File: src/rtl/pipelined_addsub.sv
// pipelined_addsub: chunked add/subtract pipeline with carry, overflow, zero and sign flags.
module pipelined_addsub #(
    parameter int WIDTH  = 32,
    parameter int STAGES = 4
) (
    input  logic             clk,
    input  logic             rst_n,
    input  logic             in_valid,
    output logic             in_ready,
    input  logic [WIDTH-1:0] a,
    input  logic [WIDTH-1:0] b,
    input  logic [1:0]       op,
    input  logic             cy_in,
    output logic             out_valid,
    input  logic             out_ready,
    output logic [WIDTH-1:0] sum,
    output logic             carryflag,
    output logic             overflowflag,
    output logic             zeroflag,
    output logic             signflag
);
    localparam int CW = WIDTH / STAGES;

    logic [STAGES-1:0]            v_q, c_q, z_q, n_v, n_c, n_z;
    logic [STAGES-1:0][WIDTH-1:0] a_q, b_q, s_q, n_a, n_b, n_s;
    logic                         ov_q, n_cm, adv;
    logic [WIDTH-1:0]             ai, bi;
    logic                         ci, zi;
    logic [CW:0]                  r;

    assign adv          = !out_valid || out_ready;
    assign in_ready     = adv;
    assign out_valid    = v_q[STAGES-1];
    assign sum          = s_q[STAGES-1];
    assign carryflag    = c_q[STAGES-1];
    assign overflowflag = ov_q;
    assign zeroflag     = z_q[STAGES-1];
    assign signflag     = sum[WIDTH-1];

    // Stage i takes its inputs from the ports (i == 0) or from stage i-1 and resolves chunk i.
    always_comb begin
        ai   = '0;
        bi   = '0;
        ci   = 1'b0;
        zi   = 1'b0;
        r    = '0;
        n_cm = 1'b0;
        n_a  = '0;
        n_b  = '0;
        n_s  = '0;
        n_c  = '0;
        n_z  = '0;
        n_v  = '0;
        for (int i = 0; i < STAGES; i++) begin
            ai     = i == 0 ? a : a_q[i == 0 ? 0 : i - 1];
            bi     = i == 0 ? (op[0] ? ~b : b) : b_q[i == 0 ? 0 : i - 1];
            ci     = i == 0 ? (op[1] ? cy_in : op[0]) : c_q[i == 0 ? 0 : i - 1];
            zi     = i == 0 ? 1'b1 : z_q[i == 0 ? 0 : i - 1];
            n_v[i] = i == 0 ? in_valid : v_q[i == 0 ? 0 : i - 1];
            n_s[i] = i == 0 ? '0 : s_q[i == 0 ? 0 : i - 1];
            r      = {1'b0, ai[i*CW +: CW]} + {1'b0, bi[i*CW +: CW]} + {{CW{1'b0}}, ci};
            n_s[i][i*CW +: CW] = r[CW-1:0];
            n_a[i] = ai;
            n_b[i] = bi;
            n_c[i] = r[CW];
            n_z[i] = zi && (r[CW-1:0] == '0);
            if (i == STAGES - 1)
                n_cm = ai[WIDTH-1] ^ bi[WIDTH-1] ^ r[CW-1];
        end
    end

    always_ff @(posedge clk or negedge rst_n) begin
        if (!rst_n) begin
            v_q  <= '0;
            c_q  <= '0;
            z_q  <= '0;
            a_q  <= '0;
            b_q  <= '0;
            s_q  <= '0;
            ov_q <= 1'b0;
        end else if (adv) begin
            v_q  <= n_v;
            c_q  <= n_c;
            z_q  <= n_z;
            a_q  <= n_a;
            b_q  <= n_b;
            s_q  <= n_s;
            ov_q <= n_cm ^ n_c[STAGES-1];
        end
    end
endmodule
File: config.mk
export PLATFORM = sky130hd
export DESIGN_NAME = pipelined_addsub
export DESIGN_NICKNAME = d
export VERILOG_FILES = /design/src/rtl/pipelined_addsub.sv
export SDC_FILE = /design/constraint.sdc
export NUM_CORES = 1
export LEC_CHECK = 0
export CORE_MARGIN = 8
export CORE_UTILIZATION = 54
export DETAILED_ROUTE_END_ITERATION = 10
export HOLD_SLACK_MARGIN = 0.08
export PLACE_DENSITY = 0.78
export SYNTH_ARGS = -nofsm -noshare
export SYNTH_HDL_FRONTEND = slang
export SYNTH_SLANG_ARGS = --single-unit
File: constraint.sdc
create_clock -name clk -period 3.01 [get_ports clk]
set_input_delay 0.602 -clock clk [delete_from_list [all_inputs] [get_ports clk]]
set_output_delay 0.602 -clock clk [all_outputs]
set_load 0.05 [all_outputs]
==> results <==
- The run finished with clean final reports.
- Setup total negative slack on the finished layout was measured at 0 ps.
- The number of antenna violations at the first check in global routing is 0.
- The headroom to the max-slew limit is 57.7%.
- After clock tree synthesis, the clock-pin slew on the worst setup and hold paths is 70 ps.
- By startpoint and endpoint, the worst setup path is classified as input port to register.
- The master cell of the clock root buffer is sky130_fd_sc_hd__clkbuf_16.
- The count of buffers inserted at the top-level ports is 108.
- For this design the ratio of total power to cell area is 1100 nW/um^2.
- At the end of the flow, the number of nets in the layout was 1143.
- The clock tree from TritonCTS is built.
- The count of endpoints failing hold in the final timing report is 0.
- The sort of element at the start of the critical path is an input port.
- The data arrival time of the critical path is 3050 ps.
- In the final layout, the multi-input gates occupy 3590 sq um.
- The die width is 142 um.
- For this configuration, the core starts out at a cell density of 54.5%.
- The worst hold path class is input port to asynchronous set/reset pin.
- Subtracting the final worst setup slack from the clock period gives 2730 ps.
- In this run, post-CTS repair resized a total of 0 instances.
- The register area is 4730 sq um.
- The core outline area is 15700 sq um.
- The initialized floorplan defines 46 standard-cell rows.
- At the placement stage, the worst setup path has a slack of -143 ps.
- The clock reaches the later pin of the worst-skew pair after 430 ps.
- The count of warnings emitted by yosys is 0.
- Entering global routing, the biggest net connects 142 pins.
- Setup repair after global routing left no endpoint under its margin.
- The fraction of layout instances using a drive strength above 1 is 5.82%.
- The leakage power is 5.13 nW.
- The final antenna diode count is 0.
- The worst hold slack is 187 ps.
- In the routed layout, each cell is associated on average with a via count of 4.97.
- The dominant register cell in the synthesized netlist is sky130_fd_sc_hd__dfrtp_1.
- The first global-routing pass estimated 29500 um of wire.
- The count of fill cells added during filler insertion is 1292.
- The TritonCTS sink count is 189.
- The distinct cell type count after synthesis is 43.
- The part of the cycle the worst path needs is 90.8%.
- Including well taps, the total number of placed cells is 1233.
- The H-tree depth reported by CTS is 4.
- The maximum clock skew at final layout is 6.27 ps.
- The average detailed-routed wire length per instance is 13.6 um.
- The number of iterations in the first detailed-routing pass is 5.
- The floorplan die height is 142 um.
- After synthesis the cells add up to 8540 sq um.
- Global routing finished with a remaining overflow of 0.
- The post-detailed-route DRC marker count is 0.
- VDD sags by at most 0.516 mV.
- Summed over all layers, the routed wires come to 17100 um.
- For this run, the top clock speed supported by timing is 366 MHz.
- The clock passes through at most 2 buffers.
- The total routing resource utilization after global routing is 18.1%.
- The CTS buffer count is 17.
- The total of hold buffers inserted after clock tree synthesis is 0.
- The number of global-route vias before repair was 6285.
- Of all nets on the critical path, the largest fanout is 2.
- The critical path required time is 3330 ps.
- The share of the Yosys chip area taken by registers is 55.4%.
- At the pin with the least slew margin, the transition time is 635 ps.
- The proportion of synthesized flip-flops having asynchronous set or reset is 100%.
- The floorplan step defined a die boundary enclosing 20100 sq um.
- The number of top-level design ports is 109.
- Across the run, the number of max-cap violations was 0.
- At the end of routability-driven placement, the weighted congestion stood at 0.787.
- The library cell used most frequently in the layout, excluding fill and tap cells, is sky130_fd_sc_hd__nand2_1.
- Across all setup checks in the final design, the least slack found is 276 ps.
- For this run, the number of standard cells in the final layout without fillers is 1265.
- The number of DRC markers after the initial detailed-route iteration is 447.
- The synthesis-to-layout area growth is 22.5%.
- After technology mapping, the gate count stands at 939.
- Total power for the finished layout comes to 11.5 mW.
- Detailed placement finished with a half-perimeter wire length of 12100 um.
- Setup slack on the worst reg-to-reg path comes out at 620 ps.
- In this run the mean area of a mapped cell was 9.09 sq um.
- STA classifies the critical path endpoint as a register.
- The total number of vias is 6286.
- When the netlist entered floorplanning its net count stood at 1046.
- In this run, synthesis inferred 0 flip-flops with an integrated enable.
- The final-report setup violation count is 0.
- The max-slew violation count is 0.
- The top cell types in the final layout, fill and taps aside, are sky130_fd_sc_hd__nand2_1, sky130_fd_sc_hd__dfrtp_1, sky130_fd_sc_hd__clkdlybuf4s50_1, sky130_fd_sc_hd__o21ai_0, sky130_fd_sc_hd__xnor2_1.
- The post-route antenna net violation count is 0.
- The number of storage elements in the synthesis netlist is 189.
- The buffer count from post-CTS setup fixing is 0.
-- power breakdown --
part / total (mW) / internal [mW] / leakage, nW / switching, mW
logic: 5.02 / 1.92 / 2.56 / 3.11
registers: 4.28 / 3.66 / 2.29 / 0.622
clock network: 2.23 / 1.24 / 0.281 / 0.991
-- critical path: stages --
cell and delay, ps:
sky130_fd_sc_hd__clkdlybuf4s50_1 430, sky130_fd_sc_hd__xnor2_1 160, sky130_fd_sc_hd__fa_1 450, sky130_fd_sc_hd__fa_1 400, sky130_fd_sc_hd__inv_1 70, sky130_fd_sc_hd__a21o_1 130, sky130_fd_sc_hd__a41oi_1 170, sky130_fd_sc_hd__xor2_1 200
sky130_fd_sc_hd__and4b_1 230, sky130_fd_sc_hd__a32o_1 210
-- sequential cells by signal, indices dropped and copies added, names as in the netlist --
signal        cells
z_q               4
c_q               4
ai                8
overflowflag      1
v_q               4
b_q              40
bi                8
a_q              40
sum              32
n_s              48
-- routing by layer --
metal	share of wire [%]	up-vias	track usage [%]
met5	0	-	0
met4	1.0	0	5.31
met3	3.8	18	3.66
met2	47	109	29.0
met1	48	2959	24.5
li1	-	3200	-
-- layout make-up --
cell class,instances,area share [%]
Timing Repair Buffer,124,11.8
Clock inverter,15,1.56
Clock buffer,17,4.07
Inverter,12,0.455
Sequential cell,189,45.2
Multi-Input combinational cell,692,34.3
Tap cell,216,2.58
-- worst paths after layout --
kind / endpoint / from / cells past startpoint
worst max-delay path: z_q[0]$_DFFE_PN0P_ / b[0] / 10
max in group asynchronous: n_s[106]$_DFFE_PN0P_ / rst_n / 2
worst max register to register: z_q[2]$_DFFE_PN0P_ / c_q[1]$_DFFE_PN0P_ / 8
worst min-delay path: a_q[29]$_DFFE_PN0P_ / rst_n / 1
min in group clk: sum[1]$_DFFE_PN0P_ / sum[1]$_DFFE_PN0P_ / 2
worst min register to register: sum[1]$_DFFE_PN0P_ / sum[1]$_DFFE_PN0P_ / 2
-- Yosys cell counts (5+ instances only) --
library cell,instances,area share (%)
sky130_fd_sc_hd__a21o_1,9,0.79
sky130_fd_sc_hd__a21oi_1,19,1.1
sky130_fd_sc_hd__buf_1,5,0.22
sky130_fd_sc_hd__buf_2,5,0.29
sky130_fd_sc_hd__clkbuf_1,35,1.5
sky130_fd_sc_hd__dfrtp_1,189,55
sky130_fd_sc_hd__fa_1,8,1.9
sky130_fd_sc_hd__ha_1,28,4.1
sky130_fd_sc_hd__inv_1,11,0.48
sky130_fd_sc_hd__nand2_1,437,19
sky130_fd_sc_hd__nor2_1,29,1.3
sky130_fd_sc_hd__nor2b_1,5,0.37
sky130_fd_sc_hd__o21a_1,7,0.62
sky130_fd_sc_hd__o21ai_0,52,3.0
sky130_fd_sc_hd__xnor2_1,30,3.1
sky130_fd_sc_hd__xor2_1,21,2.2
-- stage by stage --
stage          utilization (%)  cell area, sq um
3_5_place_dp              63.1              9870
5_1_grt                   66.8             10500
4_1_cts                   66.8             10500
3_3_place_gp              63.1              9870
2_1_floorplan                -              8540
6_report                  66.8             10500
-- cells by family after synthesis --
family,count (synthesis),share of synthesized area (%)
AO/OA/AOI/OAI,109,7.72
adder cells (fa/ha/maj),36,5.98
multiplexers,4,0.513
XOR/XNOR,51,5.23
flip-flops,189,55.4
buffers and inverters,58,2.67
AND/OR/NAND/NOR,492,22.5
Power figures use the tool's default switching activity.
